File: src/rtl/rgb_mixer_pkg.sv
// Shared constants and types for the three-channel RGB mixer.
package rgb_mixer_pkg;

    localparam int WIDTH        = 8;
    localparam int DEBOUNCE_LEN = 8;

    typedef logic [WIDTH-1:0] level_t;

endpackage

File: src/rtl/rgb_channel.sv
// One mixer channel: encoder synchronise, debounce and decode into a level,
// then compare against the shared PWM counter.
module rgb_channel
    import rgb_mixer_pkg::*;
(
    input  logic   clock,
    input  logic   resetb,
    input  logic   enc_a,
    input  logic   enc_b,
    input  level_t count,
    output logic   pwm_out
);

    logic                    a_sync_p0, a_sync_p1;
    logic                    b_sync_p0, b_sync_p1;
    logic [DEBOUNCE_LEN-1:0] a_shr, b_shr;
    logic [DEBOUNCE_LEN-1:0] a_shr_next, b_shr_next;
    logic                    a_deb, b_deb;
    logic                    a_deb_prev;
    level_t                  level;

    // A debounced input flips only once its whole history agrees.
    function automatic logic deb_next(input logic [DEBOUNCE_LEN-1:0] hist,
                                      input logic cur);
        if (&hist)
            return 1'b1;
        if (~|hist)
            return 1'b0;
        return cur;
    endfunction

    // The newest sample is included in the decision so the debounced edge
    // lands DEBOUNCE_LEN clocks after the synchronised edge.
    always_comb begin
        a_shr_next = {a_shr[DEBOUNCE_LEN-2:0], a_sync_p1};
        b_shr_next = {b_shr[DEBOUNCE_LEN-2:0], b_sync_p1};
    end

    always_ff @(posedge clock or negedge resetb) begin
        if (!resetb) begin
            a_sync_p0  <= 1'b0;
            a_sync_p1  <= 1'b0;
            b_sync_p0  <= 1'b0;
            b_sync_p1  <= 1'b0;
            a_shr      <= '0;
            b_shr      <= '0;
            a_deb      <= 1'b0;
            b_deb      <= 1'b0;
            a_deb_prev <= 1'b0;
            level      <= '0;
            pwm_out    <= 1'b0;
        end else begin
            a_sync_p0  <= enc_a;
            a_sync_p1  <= a_sync_p0;
            b_sync_p0  <= enc_b;
            b_sync_p1  <= b_sync_p0;
            a_shr      <= a_shr_next;
            b_shr      <= b_shr_next;
            a_deb      <= deb_next(a_shr_next, a_deb);
            b_deb      <= deb_next(b_shr_next, b_deb);
            a_deb_prev <= a_deb;
            // Direction comes from B as seen in the cycle A rises; wraps naturally.
            if (a_deb && !a_deb_prev)
                level <= b_deb ? level - 1'b1 : level + 1'b1;
            pwm_out    <= (count < level);
        end
    end

endmodule

File: src/rtl/rgb_mixer.sv
// Three-channel RGB mixer: shared free-running PWM counter feeding three
// encoder-controlled channels.
module rgb_mixer
    import rgb_mixer_pkg::*;
(
    input  logic clock,
    input  logic resetb,
    input  logic enc0_a,
    input  logic enc0_b,
    input  logic enc1_a,
    input  logic enc1_b,
    input  logic enc2_a,
    input  logic enc2_b,
    output logic pwm0_out,
    output logic pwm1_out,
    output logic pwm2_out
);

    level_t count;

    always_ff @(posedge clock or negedge resetb) begin
        if (!resetb)
            count <= '0;
        else
            count <= count + 1'b1;
    end

    rgb_channel u_ch0 (
        .clock   (clock),
        .resetb  (resetb),
        .enc_a   (enc0_a),
        .enc_b   (enc0_b),
        .count   (count),
        .pwm_out (pwm0_out)
    );

    rgb_channel u_ch1 (
        .clock   (clock),
        .resetb  (resetb),
        .enc_a   (enc1_a),
        .enc_b   (enc1_b),
        .count   (count),
        .pwm_out (pwm1_out)
    );

    rgb_channel u_ch2 (
        .clock   (clock),
        .resetb  (resetb),
        .enc_a   (enc2_a),
        .enc_b   (enc2_b),
        .count   (count),
        .pwm_out (pwm2_out)
    );

endmodule

File: config.mk
export PLATFORM = sky130hd
export DESIGN_NAME = rgb_mixer
export DESIGN_NICKNAME = d
export VERILOG_FILES = /design/src/rtl/rgb_mixer_pkg.sv /design/src/rtl/rgb_channel.sv /design/src/rtl/rgb_mixer.sv
export SDC_FILE = /design/constraint.sdc
export NUM_CORES = 1
export LEC_CHECK = 0
export ABC_AREA = 1
export CAP_MARGIN = 20
export CELL_PAD_IN_SITES_DETAIL_PLACEMENT = 1
export CELL_PAD_IN_SITES_GLOBAL_PLACEMENT = 2
export CORE_ASPECT_RATIO = 0.75
export CORE_MARGIN = 5
export CORE_UTILIZATION = 43
export CTS_CLUSTER_SIZE = 12
export DETAILED_ROUTE_END_ITERATION = 16
export PLACE_DENSITY_LB_ADDON = 0.2
export SLEW_MARGIN = 15
export SYNTH_ARGS = -nofsm -noshare
export SYNTH_HDL_FRONTEND = slang
export SYNTH_SLANG_ARGS = --single-unit
File: constraint.sdc
create_clock -name clock -period 4.03 [get_ports clock]
set_input_delay 0.403 -clock clock [delete_from_list [all_inputs] [get_ports clock]]
set_output_delay 0.403 -clock clock [all_outputs]
set_load 0.1 [all_outputs]
==> flow_metrics.tcl, run 1 <==
set metrics [dict create \
    status "finished clean" \
    crit_required_ns 3.63 \
    path_buf_inv 1 \
    wl_per_cell_um 14.2 \
    grt_start_max_net_pins 71 \
    end_kind "primary output" \
    placed_cell_area_mm2 0.00483 \
    via_per_inst 5.00 \
    port_buffers 10 \
    numCtsBuffers 9 \
    num_rows 32 \
    gp_congestion 0.749 \
    maxCapViolCount 0 \
    critPathArrivalTime_ns 1.80 \
    finClkSkew_ns 0.00825 \
    ys_top_cells_by_area "dfrtp_1 (54%), ha_1 (11%), nand2_1 (8.6%)" \
    slowest_stage "clkdlybuf4s50_1" \
    clockBufferDepth 2 \
    drc 0 \
    place_hpwl_um 6640 \
    dieHeight_um 99.2 \
    path_depth 1 \
    postCtsSetupRepairBufs 0 \
    fmax_mhz 454 \
    r2r_start "u_ch2.b_deb" \
    r2r_slack_ns 2.27 \
    ys_types 26 \
    nNetsFinal 547 \
    yosys_warnings 0 \
    endpoint "pwm2_out" \
    antenna_cells 0 \
    insertion_delay_ns 0.34 \
    drt-pass1-iter-count 4 \
    worstMarginPinSlew_ns 0.964 \
    drv_slew 0 \
    clkSinkCount 98 \
    hold_violations 0 \
    critical_path_class "reg2out" \
    die_area_mm2 0.0128 \
    cts-resized-gates 0 \
    synth_top_cell_area_share 0.537 \
    setup.worst_path.start_class "register" \
    slowest_delay_ns 1.13 \
    finalCriticalPeriod_ns 2.20 \
    ios 11 \
    cp_max_fo 1 \
    rr_worst_depth 10 \
    wl_um 9030 \
    antenna_found_initial 0 \
    htree_levels 3 \
    gr-total-overflow 0 \
    ys_ff_latch 98 \
    syn_avg_cell_area_um2 9.61 \
    cts-root-buf "clkbuf_16" \
    fin_crit_sh 0.546 \
    regToRegEndpoint "u_ch2.level[6]" \
    hold_class "in2async" \
    die_x_um 129 \
    max_slew_margin 0.355 \
    timing.setup.tns_ns 0 \
    first_iter_violations 81 \
    p_leak_nw 2.56 \
    irDropWorstVdd_v 0.000247 \
    grt_pass1_vias 3466 \
    p_per_area_mw_per_mm2 637 \
    globalRouteTotalUtil 0.161 \
    synth_nets 526 \
    path_cells "clkdlybuf4s50_1" \
    cts_tree "yes" \
    synth_top_cell_by_area "dfrtp_1" \
    coreArea_mm2 0.0103 \
    crit_family "buffers and inverters" \
    final_cell_area_mm2 0.00515 \
    cts_hold_buf 0 \
    drive_above_1_share 0.0419 \
    syn2layout_area_growth_pct 12.9 \
    antenna_left 0 \
    grt_first_pass_wirelength_um 16400 \
    critPathLaunch "u_ch2.pwm_out" \
    netlist_area_mm2 0.00456 \
    yosysSeqAreaShare 0.537 \
    path_clk_slew_ns 0.07 \
    initial_core_util 0.442 \
    setup_viol 0 \
    dr_total_vias 3188 \
    utilization 0.499 \
    rsz0062_at_grt "no" \
    syn_inst 475 \
]
how the worst min path moves through the flow:
stage                     from         endpoint  slack [ns]  cells past startpoint
6_report                resetb   u_ch0.level[5]        0.17                      1
5_1_grt                 resetb   u_ch0.level[3]        0.26                      1
4_1_cts                 resetb   u_ch0.level[3]        0.23                      1
3_5_place_dp   u_ch1.a_sync_p0  u_ch1.a_sync_p1        0.34                      0
3_3_place_gp   u_ch0.b_sync_p0  u_ch0.b_sync_p1        0.33                      0
2_1_floorplan           resetb         count[0]        0.11                      0
metal layers:
metal | global-route usage | routed length, µm | part of all wire | up-vias
met1 | 0.223 | 4590 | 0.51 | 1564
met4 | 0.0387 | 85 | 0.0094 | 0
li1 | - | - | - | 1598
met2 | 0.256 | 4140 | 0.46 | 18
met3 | 0.0376 | 208 | 0.023 | 8
met5 | 0 | 0 | 0 | -
cell families (layout without fill, tap and decap cells):
| kind of cell | Yosys count | in the layout | share of synthesized area |
|---|---|---|---|
| AOI/OAI and AO/OA | 47 | 47 | 0.0548 |
| xor gates and xnor gates | 12 | 12 | 0.0230 |
| adders and majority gates | 43 | 43 | 0.123 |
| buffers and inverters | 65 | 91 | 0.0537 |
| DFF | 98 | 98 | 0.537 |
| and+or+nand+nor | 210 | 210 | 0.208 |
cell usage in the layout (no fill, tap or decap), types with 4 or more instances in the layout:
cell             count
a21oi_1             22
xnor2_1              4
o22ai_1              9
inv_1               64
ha_1                40
nor2_1              37
nand2_1            104
dfrtp_1             98
nand3b_1             6
nand3_1             31
or2_1                6
clkdlybuf4s50_1      9
clkbuf_16            9
nand4_1             15
o21ai_0             14
xor2_1               8
through the flow:
stage	worst slack [ns]	total power [mW]	hold slack, ns	instances
after detailed placement	2.19	2.39	0.336	621
final	1.83	3.28	0.171	637
after floorplan	2.54	2.11	0.107	475
after global routing	1.78	3.56	0.264	637
after global placement	2.20	2.34	0.332	621
after CTS	1.81	3.34	0.227	637
Yosys cell counts:
cell,n
a21oi_1,22
and2_1,1
and2_4,1
buf_2,1
dfrtp_1,98
fa_1,3
ha_1,40
inv_1,64
nand2_1,104
nand2_2,1
nand3_1,31
nand3b_1,6
nand4_1,15
nor2_1,37
nor2_4,1
nor2_8,1
nor3_1,3
nor3b_1,2
nor4_1,1
o21ai_0,14
o21ai_1,1
o21ai_2,1
o22ai_1,9
or2_1,6
xnor2_1,4
xor2_1,8
cell type report:
class | instances | area, µm²
clock buffers | 11 | 233
clock inverters | 5 | 86.3
fillers | 1198 | 5180
inverters | 64 | 240
multi-input cells | 312 | 1870
flip-flops and latches | 98 | 2450
well taps | 136 | 170
repair buffers | 11 | 105
registers in the layout (all words and copies together), names as in the netlist, 7 cells and up:
name,cells
count,8
u_ch0.a_shr,7
u_ch0.b_shr,7
u_ch0.level,8
u_ch1.a_shr,7
u_ch1.b_shr,7
u_ch1.level,8
u_ch2.a_shr,7
u_ch2.b_shr,7
u_ch2.level,8
power breakdown:
group,internal [mW],switching (mW)
clock network,0.549,0.363
registers,1.14,0.131
logic,0.406,0.689
(Power assumes the default switching activity.)
==> run 2, diff against run 1 <==
- CORE_UTILIZATION: 43 -> 40
- clock period: 4.03 -> 2.19 ns (I/O delays scaled with it)
==> run 2 against run 1 <==
Against the previous run:
- non-clock buffer count rose by 2
- die area rose by 6.8%
- clock power rose by 68%
- clock skew barely moved
- global-route usage fell by 1.1 points
- largest cell class unchanged
==> flow_metrics.tcl, run 2 (same netlist as run 1, synthesis figures left out) <==
set metrics [dict create \
    p_comb_frac 0.343 \
    nNetsFinal 549 \
    cts-resized-gates 0 \
    syn2layout_area_growth_pct 12.8 \
    timing.setup.tns_ns 0 \
    drv_slew 0 \
    dieHeight_um 103 \
    ios 11 \
    p_leak_nw 2.57 \
    cts-root-buf "clkbuf_16" \
    max_slew_margin 0.692 \
    grt_pass1_vias 3331 \
    coreArea_mm2 0.0110 \
    end_kind "register" \
    drt-pass1-iter-count 4 \
    cts_tree "yes" \
    first_iter_violations 171 \
    critPathLaunch "u_ch0.b_deb" \
    swShare 0.380 \
    place_hpwl_um 6990 \
    die_x_um 133 \
    maxCapViolCount 0 \
    wl_per_cell_um 14.5 \
    p_per_area_mw_per_mm2 1150 \
    final_common_cell "nand2_1" \
    path_clk_slew_ns 0.07 \
    seq_power_share 0.398 \
    path_cells "inv_1 -> fa_1 -> inv_1 -> nand2_1 -> nand2_1 -> nand3b_1 -> nand2_1 -> nand2_1 -> nand3_1 -> nand2_1" \
    final_cell_mix "nand2_1 (104), dfrtp_1 (98), inv_1 (64), ha_1 (40), nor2_1 (37)" \
    regToRegEndpoint "u_ch0.level[6]" \
    r2r_start "u_ch0.b_deb" \
    port_buffers 10 \
    antenna_cells 0 \
    crit_required_ns 2.42 \
    drc 0 \
    p_clk_frac 0.258 \
    internal_power_mw 3.67 \
    critPathArrivalTime_ns 1.99 \
    die_area_mm2 0.0137 \
    globalRouteTotalUtil 0.149 \
    hold_violations 0 \
    worstMarginPinSlew_ns 0.462 \
    r2r_slack_ns 0.43 \
    wl_um 9300 \
    critical_path_class "reg2reg" \
    grt_start_max_net_pins 68 \
    initial_core_util 0.414 \
    status "finished clean" \
    clkSinkCount 98 \
    hold_start "enc2_a" \
    num_rows 33 \
    finalCriticalPeriod_ns 1.76 \
    dr_total_vias 3156 \
    setup_viol 0 \
    postCtsSetupRepairBufs 0 \
    via_per_inst 4.91 \
    fin_crit_sh 0.805 \
    whs_path_depth 1 \
    slowest_stage "dfrtp_1" \
    cpMostUsedCell "nand2_1" \
    rsz0062_at_grt "no" \
    setup.worst_path.start_class "register" \
    antenna_found_initial 0 \
    hold_path_end "u_ch2.a_sync_p0" \
    cp_max_fo 8 \
    numCtsBuffers 9 \
    slowest_delay_ns 0.53 \
    fmax_mhz 567 \
    htree_levels 3 \
    finClkSkew_ns 0.00807 \
    insertion_delay_ns 0.34 \
    gr-total-overflow 0 \
    power_mw 5.92 \
    gp_congestion 0.760 \
    irDropWorstVdd_v 0.000527 \
    drive_above_1_share 0.0517 \
    hold_class "in2reg" \
    antenna_left 0 \
    grt_first_pass_wirelength_um 16300 \
    rr_worst_depth 10 \
    fillCellCount 1287 \
    switchingPower_mw 2.25 \
    clockBufferDepth 2 \
]
[run 2: cell count changes in the layout (fill, tap and decap cells not counted), sizes merged]
| cell | before | now |
|---|---|---|
| inv | 65 | 68 |
| clkinv | 2 | 1 |
| clkdlybuf4s50 | 9 | 6 |
| bufinv | 2 | 0 |
| dlygate4sd3 | 0 | 1 |
| buf | 2 | 6 |
[run 2: power groups by stage]
stage	Clock, mW	Combinational (mW)	Sequential (mW)
global placement	0	1.98	2.38
finish	1.53	2.03	2.36
detailed placement	0	2.06	2.39
CTS	1.58	2.07	2.36
global route	1.66	2.35	2.40
floorplan	0	1.38	2.50
[run 2: cell type report]
cell class | instances | area, µm² | share of cell area
Inverter | 64 | 240 | 0.0467
Multi-Input combinational cell | 312 | 1870 | 0.363
Clock inverter | 5 | 42.5 | 0.00827
Tap cell | 140 | 175 | 0.0340
Sequential cell | 98 | 2450 | 0.477
Timing Repair Buffer | 13 | 128 | 0.0248
Clock buffer | 11 | 243 | 0.0472
[run 2: worst max-delay path by stage]
stage | slack (ns) | endpoint | cells past startpoint
2_1_floorplan | 0.70 | u_ch1.level[6] | 10
3_5_place_dp | 0.47 | u_ch0.level[6] | 10
3_3_place_gp | 0.53 | u_ch2.level[6] | 10
4_1_cts | 0.45 | u_ch0.level[6] | 10
6_report | 0.43 | u_ch0.level[6] | 10
5_1_grt | 0.26 | u_ch0.level[6] | 10
[run 2: metrics by stage]
stage               hold slack, ns  utilization  setup slack [ns]  instances  cell area, µm²
finish                       0.314        0.467             0.427        643            5150
global route                 0.302        0.467             0.264        643            5150
CTS                          0.300        0.467             0.449        643            5150
detailed placement           0.206        0.440             0.472        626            4850
global placement             0.204        0.440             0.527        626            4850
floorplan                  -0.0766            -             0.700        475            4560
[run 2: routing by layer]
metal  global-route usage  vias up  part of all wire
li1                     -     1597                 -
met1                0.210     1526              0.53
met2                0.234       21              0.44
met3               0.0332       12             0.018
met4               0.0482        0             0.012
met5                    0        -                 0
[run 2: what timing repair did]
action	in CTS	in global routing
endpoints found under the setup margin	0	0
hold buffers	1	0
endpoints found under the hold margin	31	0
[run 2: critical path, delay by kind of cell, from the launching register on]
kind	cells	cell delay, ns
flops	1	0.53
fa+ha+maj	1	0.38
buf+inv	2	0.23
simple gates	7	0.52
==> run 3, diff against run 2 <==
- CORE_UTILIZATION: 40 -> 36
- clock period: 2.19 -> 1.54 ns (I/O delays scaled with it)
==> run 3 against run 2 <==
Against the previous run:
- the flow now finishes with violations (setup timing)
- critical path depth shrank 1
- combinational power grew 100%
- hold slack got worse by 0.076 ns
- die area grew 10%
- sequential share of layout area down 5.9 points
- global-route usage down 0.99 points
- design area up 14%
- via count is 8.0% higher
- final cell count rose by 11%
- critical endpoint is now u_ch0.level[7]
- largest cell class unchanged
==> flow_metrics.tcl, run 3 (same netlist as run 1, synthesis figures left out) <==
set metrics [dict create \
    finClkSkew_ns 0.00822 \
    antenna_cells 0 \
    path_buf_inv 1 \
    dr_total_vias 3407 \
    gr-total-overflow 0 \
    final_cell_area_mm2 0.00589 \
    crit_required_ns 1.79 \
    numCtsBuffers 9 \
    initial_core_util 0.370 \
    cp_max_fo 6 \
    r2r_slack_ns -0.02 \
    failed_checks "setup timing" \
    port_buffers 10 \
    insertion_delay_ns 0.35 \
    r2r_start "u_ch0.b_deb" \
    end_kind "register" \
    setup_viol 3 \
    drt-pass1-iter-count 4 \
    coreArea_mm2 0.0123 \
    wl_um 10300 \
    antenna_left 0 \
    status "finished, violations left" \
    worstMarginPinSlew_ns 0.400 \
    path_cells "buf_6 -> ha_1 -> nand2_1 -> nor2_1 -> nand3_1 -> nand2_1 -> nand2_1 -> nand3_1 -> nand2_1" \
    fin_cells 711 \
    crit_family "simple AND/OR/NAND/NOR gates" \
    drv_slew 0 \
    fmax_mhz 641 \
    maxCapViolCount 0 \
    clockBufferDepth 2 \
    gp_congestion 0.773 \
    endpoint "u_ch0.level[7]" \
    max_slew_margin 0.733 \
    grt_pass1_vias 3506 \
    wl_per_cell_um 14.5 \
    fillCellCount 1394 \
    final_common_cell "dfrtp_1" \
    path_clk_slew_ns 0.08 \
    setup.worst_path.start_class "register" \
    slowest_delay_ns 0.47 \
    cts_tree "yes" \
    die_area_mm2 0.0151 \
    setup_ws_ns -0.0191 \
    grt_first_pass_wirelength_um 16800 \
    place_hpwl_um 7070 \
    dieHeight_um 108 \
    cts-root-buf "clkbuf_16" \
    p_leak_nw 2.82 \
    regToRegEndpoint "u_ch0.level[7]" \
    place_inst 682 \
    critical_path_class "reg2reg" \
    rr_worst_depth 9 \
    irDropWorstVdd_v 0.000645 \
    final_cell_mix "dfrtp_1 (95), nand2_1 (88), inv_1 (57), buf_4 (37), nor2_1 (34)" \
    placed_cell_area_mm2 0.00515 \
    path_depth 9 \
    rsz0062_at_grt "yes" \
    hold_violations 0 \
    power_mw 9.97 \
    drive_above_1_share 0.233 \
    utilization 0.477 \
    via_per_inst 4.79 \
    slowest_stage "dfrtp_2" \
    fin_crit_sh 1.01 \
    nNetsFinal 591 \
    critPathLaunch "u_ch0.b_deb" \
    grt_start_max_net_pins 73 \
    first_iter_violations 111 \
    die_x_um 140 \
    num_rows 35 \
    hold_class "in2reg" \
    critPathArrivalTime_ns 1.81 \
    cpMostUsedCell "nand2_1" \
    htree_levels 3 \
    syn2layout_area_growth_pct 29.1 \
    p_per_area_mw_per_mm2 1690 \
    clkSinkCount 98 \
    drc 0 \
    ios 11 \
    antenna_found_initial 0 \
    globalRouteTotalUtil 0.139 \
    finalCriticalPeriod_ns 1.56 \
]
run 3: report_power, final:
| group | internal [mW] | total [mW] | switching, mW |
|---|---|---|---|
| Clock | 1.31 | 2.45 | 1.14 |
| Combinational | 1.92 | 4.13 | 2.21 |
| Sequential | 2.99 | 3.39 | 0.398 |
run 3: cell type report:
type,count,area [µm²],area share
Clock buffer,9,225,0.0382
Clock inverter,7,96.3,0.0164
Inverter,64,240,0.0408
Multi-Input combinational cell,312,2150,0.365
Sequential cell,98,2460,0.417
Tap cell,166,208,0.0353
Timing Repair Buffer,55,515,0.0875
run 3: timing repair:
| action | in CTS | in global routing |
|---|---|---|
| hold endpoints to repair | 98 | 0 |
| pin swaps | 2 | 34 |
| hold buffers | 1 | 0 |
| buffers inserted | 2 | 10 |
| setup endpoints to repair | 11 | 12 |
| gates resized for setup | 18 | 50 |
run 3: routing by layer:
| metal | share of wire | up-vias | wire length, µm | GRT usage |
|---|---|---|---|---|
| met2 | 0.46 | 26 | 4720 | 0.215 |
| met3 | 0.021 | 13 | 219 | 0.0293 |
| li1 | - | 1685 | - | - |
| met1 | 0.51 | 1683 | 5220 | 0.195 |
| met5 | 0 | - | 0 | 0 |
| met4 | 0.013 | 0 | 138 | 0.0491 |
run 3: worst min-delay path by stage:
| stage | start | to | slack [ns] | cells after the start |
|---|---|---|---|---|
| 2_1_floorplan | resetb | count[0] | -0.14 | 0 |
| 3_3_place_gp | resetb | count[4] | 0.21 | 2 |
| 3_5_place_dp | resetb | count[4] | 0.22 | 2 |
| 4_1_cts | enc0_b | u_ch0.b_sync_p0 | 0.23 | 1 |
| 5_1_grt | enc0_a | u_ch0.a_sync_p0 | 0.22 | 1 |
| 6_report | enc0_b | u_ch0.b_sync_p0 | 0.24 | 1 |
run 3: stage by stage:
stage,setup WS (ns),hold WS [ns],setup TNS (ns)
global route,-0.116,0.221,-0.920
global placement,-0.0708,0.206,-0.286
detailed placement,-0.120,0.220,-0.561
finish,-0.0191,0.238,-0.0193
floorplan,0.0497,-0.142,0
CTS,-0.00601,0.230,-0.00601
